`src/rtl/router_pkt_tx.sv`:
```
`default_nettype none
// ============================================================================
// Module   : router_pkt_tx
// Purpose  : Router 1x3 packet source. It buffers one payload, sends the
//            header, payload and parity under router_busy back-pressure, and
//            reports router_err per packet.
// Options  : ROUTER_TX_PARITY_INJECT_EN enables parity corruption on inject_err.
// Revision : 1.0 - initial release
// ============================================================================
module router_pkt_tx #(
    parameter int IPG_CYCLES = 3,
    parameter int MAX_LEN    = 63
) (
    input  logic       clock,
    input  logic       resetn,
    input  logic       req_valid,
    input  logic [1:0] req_addr,
    input  logic [5:0] req_len,
    output logic       req_ready,
    input  logic       pay_valid,
    input  logic [7:0] pay_data,
    output logic       pay_ready,
    input  logic       router_busy,
    input  logic       router_err,
    input  logic       inject_err,
    output logic       pkt_valid,
    output logic [7:0] data_out,
    output logic       bad_req,
    output logic       tx_done,
    output logic       pkt_err
);

    localparam logic [2:0] S_IDLE = 3'd0;
    localparam logic [2:0] S_LOAD = 3'd1;
    localparam logic [2:0] S_HDR  = 3'd2;
    localparam logic [2:0] S_PAY  = 3'd3;
    localparam logic [2:0] S_PAR  = 3'd4;
    localparam logic [2:0] S_GAP  = 3'd5;

    localparam logic [3:0] C_IPG = 4'(IPG_CYCLES);

    logic [2:0] r_state;
    logic [2:0] w_state_next;
    logic [5:0] r_len;
    logic [5:0] r_idx;
    logic [5:0] w_idx_next;
    logic [7:0] r_header;
    logic [7:0] r_parity;
    logic [7:0] w_par_out;
    logic [3:0] r_cnt;
    logic       r_err_acc;
    logic [7:0] r_buf [0:MAX_LEN-1];

    logic       w_req_hs;
    logic       w_req_bad;
    logic       w_pay_hs;
    logic       w_last;

    logic       w_req_ready_d;
    logic       w_pay_ready_d;
    logic       w_pkt_valid_d;
    logic [7:0] w_data_d;
    logic       w_bad_req_d;
    logic       w_tx_done_d;
    logic       w_pkt_err_d;

    assign w_req_hs  = req_valid && req_ready;
    assign w_req_bad = (req_addr == 2'd3) || (req_len == 6'd0);
    assign w_pay_hs  = pay_valid && pay_ready;
    assign w_last    = (r_idx == (r_len - 6'd1));

    always_ff @(posedge clock) begin
        if (!resetn) begin
            r_state <= S_IDLE;
        end else begin
            r_state <= w_state_next;
        end
    end

    always_comb begin
        w_state_next = r_state;
        case (r_state)
            S_IDLE: if (w_req_hs && !w_req_bad)    w_state_next = S_LOAD;
            S_LOAD: if (w_pay_hs && w_last)        w_state_next = S_HDR;
            S_HDR:  if (!router_busy)              w_state_next = S_PAY;
            S_PAY:  if (!router_busy && w_last)    w_state_next = S_PAR;
            S_PAR:  if (!router_busy)              w_state_next = S_GAP;
            S_GAP:  if (r_cnt == 4'd1)             w_state_next = S_IDLE;
            default:                               w_state_next = S_IDLE;
        endcase
    end

    always_comb begin
        w_idx_next = r_idx;
        case (r_state)
            S_IDLE: if (w_req_hs)     w_idx_next = 6'd0;
            S_LOAD: if (w_pay_hs)     w_idx_next = w_last ? 6'd0 : (r_idx + 6'd1);
            S_PAY:  if (!router_busy) w_idx_next = r_idx + 6'd1;
            default: ;
        endcase
    end

    // Outputs are registered, so they are computed from the state being entered.
    always_comb begin
        w_req_ready_d = (w_state_next == S_IDLE);
        w_pay_ready_d = (w_state_next == S_LOAD);
        w_pkt_valid_d = (w_state_next == S_HDR) || (w_state_next == S_PAY);
        w_bad_req_d   = w_req_hs && w_req_bad;
        w_tx_done_d   = (r_state == S_GAP) && (r_cnt == 4'd1);
        w_pkt_err_d   = w_tx_done_d && (r_err_acc || router_err);
        case (w_state_next)
            S_HDR:   w_data_d = r_header;
            S_PAY:   w_data_d = r_buf[w_idx_next];
            S_PAR:   w_data_d = w_par_out;
            default: w_data_d = 8'h00;
        endcase
    end

    always_ff @(posedge clock) begin
        if (!resetn) begin
            r_len     <= 6'd0;
            r_idx     <= 6'd0;
            r_header  <= 8'h00;
            r_parity  <= 8'h00;
            r_cnt     <= 4'd0;
            r_err_acc <= 1'b0;
            req_ready <= 1'b0;
            pay_ready <= 1'b0;
            pkt_valid <= 1'b0;
            data_out  <= 8'h00;
            bad_req   <= 1'b0;
            tx_done   <= 1'b0;
            pkt_err   <= 1'b0;
        end else begin
            r_idx     <= w_idx_next;
            req_ready <= w_req_ready_d;
            pay_ready <= w_pay_ready_d;
            pkt_valid <= w_pkt_valid_d;
            data_out  <= w_data_d;
            bad_req   <= w_bad_req_d;
            tx_done   <= w_tx_done_d;
            pkt_err   <= w_pkt_err_d;
            case (r_state)
                S_IDLE: begin
                    if (w_req_hs && !w_req_bad) begin
                        r_len    <= req_len;
                        r_header <= {req_len, req_addr};
                        r_parity <= {req_len, req_addr};
                    end
                end
                S_LOAD: begin
                    if (w_pay_hs) begin
                        r_parity <= r_parity ^ pay_data;
                    end
                end
                S_PAR: begin
                    if (!router_busy) begin
                        r_cnt     <= C_IPG;
                        r_err_acc <= 1'b0;
                    end
                end
                S_GAP: begin
                    r_cnt     <= r_cnt - 4'd1;
                    r_err_acc <= r_err_acc | router_err;
                end
                default: ;
            endcase
        end
    end

    always_ff @(posedge clock) begin
        if (w_pay_hs) begin
            r_buf[r_idx] <= pay_data;
        end
    end

`ifdef ROUTER_TX_PARITY_INJECT_EN
    logic r_inject;

    always_ff @(posedge clock) begin
        if (!resetn) begin
            r_inject <= 1'b0;
        end else if ((r_state == S_IDLE) && w_req_hs && !w_req_bad) begin
            r_inject <= inject_err;
        end
    end

    assign w_par_out = r_inject ? ~r_parity : r_parity;
`else
    logic w_unused_inject;

    assign w_unused_inject = inject_err;
    assign w_par_out       = r_parity;
`endif

endmodule
`default_nettype wire

```
`config.mk`:
```
export PLATFORM = sky130hd
export DESIGN_NAME = router_pkt_tx
export DESIGN_NICKNAME = d
export VERILOG_FILES = /design/src/rtl/router_pkt_tx.sv
export SDC_FILE = /design/constraint.sdc
export NUM_CORES = 1
export LEC_CHECK = 0
export CORE_ASPECT_RATIO = 0.7
export CORE_MARGIN = 8
export CORE_UTILIZATION = 60
export DETAILED_ROUTE_END_ITERATION = 10
export PLACE_DENSITY_LB_ADDON = 0.3
export SYNTH_ARGS = -nofsm -noshare
export SYNTH_HDL_FRONTEND = slang
export SYNTH_SLANG_ARGS = --single-unit
```
`constraint.sdc`:
```
create_clock -name clock -period 9.2 [get_ports clock]
set_input_delay 1.38 -clock clock [delete_from_list [all_inputs] [get_ports clock]]
set_output_delay 1.38 -clock clock [all_outputs]
set_load 0.05 [all_outputs]
```
# After elaboration in Yosys (flattened, before gate mapping)
# Memories as Yosys holds them, arrays and structs flattened.
# Cells that the tools add are included.
# classes
add_sub_neg	3
bitwise_logic	2
n_reduce_logical	21
n_mux	22
eq_ne	15
# op_table
operator	n
two-way mux 6 bit	4
case mux 8 bit (3 select lines)	1
two-way mux 3 bit	6
case mux 3 bit (6 select lines)	1
case mux 6 bit (3 select lines)	1
two-way mux 8 bit	2
case mux 8 bit (2 select lines)	1
equality test 3 x 2 -> 1 bit (second input constant)	4
equality test 3 bit (second input constant)	3
logical AND 1 bit	8
case mux 4 bit (2 select lines)	1
bitwise XOR 8 bit	1
adder 6 x 1 -> 6 bit (second input constant)	1
equality test 3 x 1 -> 1 bit (second input constant)	2
equality test 6 bit	1
zero test 3 bit	2
zero test 6 bit	1
!= test 2 bit (second input constant)	3
subtractor 6 x 1 -> 6 bit (second input constant)	1
equality test 4 x 1 -> 1 bit (second input constant)	1
two-way mux 4 bit	1
AND reduction 2 bit	2
nonzero test 2 bit	2
subtractor 4 x 1 -> 4 bit (second input constant)	1
7 further kinds	12
# totals
mem_count	1
elab_cells	78
mem_bits_rw	504
regBits	50
input_bits	23
out_inout_bits	14
# mem_list
memory	depth	width	rd	rd_clocked_by_memory_dff	write_ports	line	source
r_buf	63	8	1	0	1	52	logic [7:0] r_buf [0:MAX_LEN-1];

# Longest topological paths before layout
# Gate-level depths: netlist (run 1).
# depth
word_depth	8
depth_mapped	15
ltp_nobuf	12

# Worst setup path before layout (run 1)
# Ideal clock, no wire load.
# synth_path
path_type	input -> register
start	input router_busy
end	register data_out[4]
path_stages	12
setup_slack_ns	5.227
path_buffers	3
setup_ns	0.124
required_time_ns	9.076
arrival_ns	3.848
path_cell_list	clkbuf_1 a21boi_0 or2_2 a31oi_1 o211ai_2 nand2_1 buf_2 buf_2 a311oi_1 o31ai_1 a41oi_1 a2111o_1
# synth_via
elab_chain_cells	6
word_cells_on_any_way	13
classes_between	eq/ne: 3; mux: 7; reduce/logical: 2; memory: 1
# synth_lines
item	line	source
start, declared	23	input logic router_busy,
branches (longest 5 deep; another with memory (63 x 8 bit))	-	
case mux 8 bit (3 select lines) (*)	111	case (w_state_next)
end signal, assigned	139	data_out <= w_data_d;
end, declared	27	output logic [7:0] data_out,
# Every way passes the cells marked *.
# A chain may end at the register's enable or synchronous reset.

# Worst setup path after layout (run 1)
# Ends and elaborated chain as after synthesis.

==> impl_metrics.py, run 1 <==
metrics = {
    "outcome": {
        "status": "completed",
    },
    "yosys": {
        "yosysTopAreaCellShare": 0.672,
        "yosys-top-cells-area": "edfxtp_1, nand2_1, dfxtp_1, mux2i_1, a211oi_1",
        "synth_ff_type": "edfxtp_1",
        "postSynthRegisterBits": 548,
        "synth_area_leader_cell": "edfxtp_1",
        "ys_async_sr_fraction": 0,
        "synth.yosys.warnings": 0,
        "yosysSeqAreaShare": 0.711,
        "synth_edf_count": 504,
        "syn_area_um2": 22500,
        "syn-num-nets": 1709,
        "syn_area_per_cell_um2": 13.4,
        "ys_types": 61,
        "syn-instance-count": 1682,
    },
    "die": {
        "chipWidth_um": 248,
        "io_pins": 37,
        "dieArea_um2": 44100,
        "die_y_um": 178,
        "rows": 59,
        "fp.coreArea_um2": 37100,
        "start_util": 0.608,
    },
    "layout": {
        "finalNetCount": 1709,
        "final_area_um2": 24800,
        "drive_gt1_frac": 0.0669,
        "layout_common_cells": "edfxtp_1, nand2_1, nor2_1, mux2i_1, a21oi_1",
        "synthToLayoutAreaGrowth_pct": 9.84,
        "layout_commonest_cell": "edfxtp_1",
        "n_antenna_cell": 0,
    },
    "power_and_ir_drop": {
        "p_int_mw": 3.87,
        "leakagePower_nw": 7.90,
        "powerDensity_nw_per_um2": 196,
        "p_sw_mw": 0.979,
        "p_seq_frac": 0.563,
        "p_clk_frac": 0.412,
        "pwr-share-comb": 0.025,
        "netSwitchingFraction": 0.202,
        "p_total_mw": 4.84,
        "ir_worst_vdd_mv": 0.171,
    },
    "placed_design": {
        "globalplace.congestion": 0.856,
        "hpwl_um": 32600,
        "post_dp_cell_area_um2": 23200,
        "numPortBuffers": 35,
    },
    "sta": {
        "finalMaxSlewViolations": 0,
        "min_period_over_period": 0.619,
        "setup_viol": 0,
        "tightestPinTransition_ps": 1130,
        "timing.final.hold_violations": 0,
        "max_freq_mhz": 176,
        "clock_skew_ps": 21.1,
        "rsz0062_at_grt": "false",
        "hold_ws_ps": 462,
        "relSlewSlack": 0.249,
        "finalSetupTns_ps": 0,
        "period_minus_slack_ps": 5690,
    },
    "global_routing": {
        "grt_max_degree": 71,
        "grt_util_all_layers": 0.251,
        "antenna_found_initial": 0,
        "grt_overflow_total": 0,
        "grt_pass1_vias": 13600,
        "grt_pass1_wl_um": 83200,
    },
    "setup_path": {
        "r2r_slack_ps": 3560,
        "worst-path-buf-inv": 3,
        "worstPathRequired_ps": 9660,
        "r2r-end": "data_out[4]",
        "worstPathArrival_ps": 6160,
        "r2r-start": "r_idx[3]",
        "ff2ff_path_depth": 11,
        "cp_max_fo": 66,
        "cp-start-kind": "primary input",
        "path_class": "in2reg",
        "crit_path_end_kind": "flop",
        "cp_cell_sequence": "clkdlybuf4s50_1 -> a21boi_0 -> o221ai_1 -> a22oi_2 -> buf_4 -> and2_4 -> buf_4 -> a221oi_1 -> o21ai_0 -> o21ai_0 -> a2111o_1",
        "cpLargestDelayFamily": "compound AO/OA/AOI/OAI gates",
        "cp_slowest_cell": "and2_4",
        "max_stage_delay_ps": 810,
    },
    "worst_hold_path": {
        "whs_endpoint": "bad_req",
        "hold_depth": 2,
        "min_path_type": "reg2reg",
        "min_from": "req_ready",
    },
    "route": {
        "initialDrtViolationCount": 1994,
        "final_antenna_net_count": 0,
        "drc_errors": 0,
        "firstDrtPassIters": 9,
        "vias": 14500,
        "wire_per_inst_um": 25.2,
        "drt-total-wl_um": 55600,
        "viasPerCell": 6.58,
    },
    "cts": {
        "ctsHoldBuffers": 0,
        "clock_sinks": 548,
        "cts-root-buf": "clkbuf_16",
        "htree_num_levels": 2,
        "tritoncts": "built",
        "insertion_delay_ps": 590,
        "cts_buffer_depth": 3,
        "cts_made_buffers": 48,
        "cts_resized": 0,
        "path_clk_slew_ps": 60,
        "cts_setup_buffers": 0,
    },
    "flow_run": {
        "cap_violations": 0,
    },
}
[how the worst max path moves through the flow]
stage / from / endpoint / slack [ps] / depth (start not counted)
2_1_floorplan: router_busy / data_out[4] / 5230 / 12
3_3_place_gp: router_busy / data_out[4] / 3160 / 11
3_5_place_dp: router_busy / data_out[6] / 3090 / 12
4_1_cts: router_busy / data_out[7] / 3670 / 12
5_1_grt: router_busy / data_out[6] / 3410 / 12
6_report: router_busy / data_out[4] / 3510 / 11
[power by group through the flow]
stage	combinational, mW	sequential (mW)	clock (mW)
floorplan	0.0524	2.78	0
global placement	0.116	2.78	0
detailed placement	0.120	2.78	0
CTS	0.121	2.73	2.02
global route	0.131	2.73	2.10
finish	0.121	2.73	2.00
[cells in the mapped netlist, types with 5 or more instances]
| cell type | count |
|---|---|
| xnor2_1 | 7 |
| nor4_1 | 7 |
| nand2_1 | 255 |
| nor2b_1 | 24 |
| buf_2 | 33 |
| a32oi_1 | 20 |
| a22o_1 | 5 |
| a221oi_1 | 23 |
| a41o_1 | 5 |
| buf_1 | 10 |
| a311oi_1 | 26 |
| nand3_1 | 61 |
| a21oi_1 | 62 |
| o31ai_1 | 8 |
| nor3b_1 | 10 |
| o2111ai_1 | 6 |
| dfxtp_1 | 44 |
| nor2_1 | 121 |
| edfxtp_1 | 504 |
| clkbuf_1 | 65 |
| nor3_1 | 12 |
| inv_1 | 11 |
| a211oi_1 | 61 |
| mux2i_1 | 87 |
| a22oi_1 | 22 |
| o21ai_0 | 29 |
| and3_1 | 53 |
| and2_1 | 14 |
| a31oi_1 | 30 |
[layer usage]
| layer | track usage | vias to the layer above | part of all wire |
|---|---|---|---|
| met5 | 0.0192 | - | 0.0020 |
| met4 | 0.0721 | 4 | 0.027 |
| met3 | 0.0739 | 118 | 0.12 |
| met2 | 0.373 | 839 | 0.44 |
| met1 | 0.359 | 7112 | 0.41 |
| li1 | - | 6441 | - |
[stage by stage]
| stage | setup slack (ps) | instances | util |
|---|---|---|---|
| after floorplan | 5230 | 1682 | - |
| after global placement | 3160 | 2120 | 0.627 |
| after detailed placement | 3090 | 2120 | 0.627 |
| after CTS | 3670 | 2207 | 0.668 |
| after global routing | 3410 | 2207 | 0.668 |
| final | 3510 | 2207 | 0.668 |
[kinds of logic (layout without fill, tap and decap cells)]
kind of cell	Yosys count	count (layout)	synth area share
buffers and inverters	119	156	0.0217
muxes	88	88	0.0391
DFF	548	548	0.711
adders and majority gates	4	4	0.00222
and+or+nand+nor	579	579	0.117
xor gates and xnor gates	7	7	0.00272
AOI/OAI and AO/OA	337	337	0.107
[tightest hold or removal path: stages, from the launching register on]
cell and delay [ps]:
dfxtp_1 320, nand3_1 60, nor2_1 30
[registers in the layout (all words and copies together), names as in the netlist, 2 cells and up]
register	flops
r_buf	504
data_out	8
r_parity	8
r_idx	6
r_len	6
r_cnt	4
r_state	3
r_header	2
[cell type report]
class | instances | area (um^2)
clock inverter | 28 | 277
clock buffer | 59 | 1250
fill | 2564 | 12300
multi-input combinational | 1015 | 6080
inverter | 11 | 41.3
sequential | 548 | 16000
tap | 488 | 611
timing repair buffer | 58 | 483
Power figures use the tool's default switching activity.
==> run 2, diff against run 1 <==
Clock period 9.2 ns to 5.25 ns, I/O delays scaled along.
==> run 2 against run 1 <==
Net effect:
- count of clock-buffer cells in the layout up 1
- clock skew up 3.7 ps
- largest power group unchanged
- critical path type is now reg2reg
- global-route usage up 1.1 points
- sequential cell count unchanged
- setup slack worse by 2900 ps
- sequential share of layout area down 1.3 points
- sequential power up 75%
- critical path depth up 1
- design area up 2.0%
- combinational power up 83%
- wire length up 4.0%
==> impl_metrics.py, run 2 (synthesis gave the netlist of run 1 again) <==
metrics = {
    "die": {
        "die_y_um": 178,
        "fp.coreArea_um2": 37100,
        "start_util": 0.608,
        "chipWidth_um": 248,
        "rows": 59,
        "io_pins": 37,
        "dieArea_um2": 44100,
    },
    "power_and_ir_drop": {
        "leakagePower_nw": 8.19,
        "p_seq_frac": 0.552,
        "p_sw_mw": 1.78,
        "ir_worst_vdd_mv": 0.350,
        "powerDensity_nw_per_um2": 343,
        "netSwitchingFraction": 0.205,
        "p_total_mw": 8.65,
        "p_clk_frac": 0.422,
        "pwr-share-comb": 0.026,
        "p_int_mw": 6.88,
    },
    "layout": {
        "layout_commonest_cell": "edfxtp_1",
        "reg_top3": "r_buf: 504 flops, data_out: 8 flops, r_parity: 8 flops",
        "finalNetCount": 1754,
        "fill_cells": 2470,
        "synthToLayoutAreaGrowth_pct": 12.0,
        "drive_gt1_frac": 0.0945,
        "largest_register_ffs": 504,
        "layout_common_cells": "edfxtp_1, nand2_1, nor2_1, mux2i_1, a21oi_1",
        "top_register": "r_buf",
        "n_antenna_cell": 0,
        "post-route-util": 0.681,
    },
    "sta": {
        "finalMaxSlewViolations": 0,
        "period_minus_slack_ps": 4590,
        "finalSetupTns_ps": 0,
        "tightestPinTransition_ps": 1180,
        "rsz0062_at_grt": "false",
        "timing.final.hold_violations": 0,
        "min_period_over_period": 0.875,
        "max_freq_mhz": 218,
        "clock_skew_ps": 24.9,
        "setup_viol": 0,
        "relSlewSlack": 0.205,
        "hold_ws_ps": 466,
    },
    "global_routing": {
        "grt_pass1_wl_um": 87500,
        "antenna_found_initial": 0,
        "grt_max_degree": 66,
        "grt_util_all_layers": 0.263,
        "grt_overflow_total": 0,
        "grt_pass1_vias": 14400,
    },
    "setup_path": {
        "worstPathArrival_ps": 5060,
        "ff2ff_path_depth": 12,
        "r2r-end": "data_out[4]",
        "worstPathRequired_ps": 5720,
        "cp-start-kind": "flop",
        "cp_max_fo": 19,
        "r2r-start": "r_len[0]",
        "r2r_slack_ps": 660,
        "path_class": "reg2reg",
        "crit_path_end_kind": "flop",
    },
    "cts": {
        "cts-root-buf": "clkbuf_16",
        "cts_made_buffers": 50,
        "cts_resized": 0,
        "clock_sinks": 548,
        "cts_setup_buffers": 0,
        "path_clk_slew_ps": 60,
        "htree_num_levels": 2,
        "tritoncts": "built",
        "ctsHoldBuffers": 0,
        "cts_buffer_depth": 3,
        "insertion_delay_ps": 590,
    },
    "worst_hold_path": {
        "whs_endpoint": "bad_req",
        "hold_depth": 2,
        "min_from": "req_ready",
        "min_path_type": "reg2reg",
    },
    "route": {
        "initialDrtViolationCount": 2042,
        "drc_errors": 0,
        "firstDrtPassIters": 6,
        "final_antenna_net_count": 0,
        "wire_per_inst_um": 25.7,
        "viasPerCell": 6.55,
        "drt-total-wl_um": 57900,
        "vias": 14800,
    },
    "outcome": {
        "status": "completed",
    },
    "flow_run": {
        "cap_violations": 0,
    },
    "placed_design": {
        "hpwl_um": 36300,
        "globalplace.congestion": 0.909,
        "numPortBuffers": 35,
    },
}
[run 2: per-layer routing]
| metal | GRT usage | vias up | routed length, um |
|---|---|---|---|
| li1 | - | 6536 | - |
| met1 | 0.379 | 7216 | 24200 |
| met2 | 0.386 | 898 | 25200 |
| met3 | 0.0787 | 117 | 6970 |
| met5 | 0 | - | 0 |
| met4 | 0.0751 | 0 | 1500 |
[run 2: per-stage QoR]
| stage | instances | instance area (um^2) | setup slack, ps |
|---|---|---|---|
| 2_1_floorplan | 1682 | 22500 | 1870 |
| 3_3_place_gp | 2163 | 23600 | 539 |
| 3_5_place_dp | 2163 | 23600 | 435 |
| 4_1_cts | 2256 | 25200 | 793 |
| 5_1_grt | 2256 | 25200 | 394 |
| 6_report | 2256 | 25200 | 656 |
[run 2: how the worst max path moves through the flow]
| stage | slack (ps) | end | start | depth (start not counted) |
|---|---|---|---|---|
| detailed placement | 440 | data_out[5] | router_busy | 11 |
| floorplan | 1870 | data_out[4] | router_busy | 12 |
| global placement | 540 | data_out[4] | router_busy | 11 |
| global route | 390 | data_out[5] | r_len[0] | 11 |
| CTS | 790 | data_out[4] | r_len[0] | 14 |
| finish | 660 | data_out[4] | r_len[0] | 12 |
[run 2: area by class of cell]
cell class | instances | area (um^2) | share of cell area
repair buffers | 101 | 868 | 0.0344
well taps | 488 | 611 | 0.0242
flip-flops and latches | 548 | 16000 | 0.634
inverters | 11 | 41.3 | 0.00164
clock buffers | 60 | 1310 | 0.0519
clock inverters | 33 | 328 | 0.0130
multi-input cells | 1015 | 6080 | 0.241
[run 2: worst max-delay path: stages (launching register included)]
cell	delay, ps
dfxtp_1	440
inv_1	70
ha_1	230
and2_1	170
o21ai_0	150
o2111ai_1	520
o21ai_0	390
nand2_1	560
nand3_1	730
a211oi_1	100
a31oi_1	420
a41oi_1	290
a2111o_1	400
[run 2: power by group through the flow]
stage               Combinational, mW  Sequential (mW)  Clock, mW
floorplan                      0.0918             4.88          0
global placement                0.210             4.87          0
detailed placement              0.216             4.87          0
CTS                             0.218             4.78       3.67
global route                    0.238             4.78       3.83
finish                          0.221             4.78       3.65
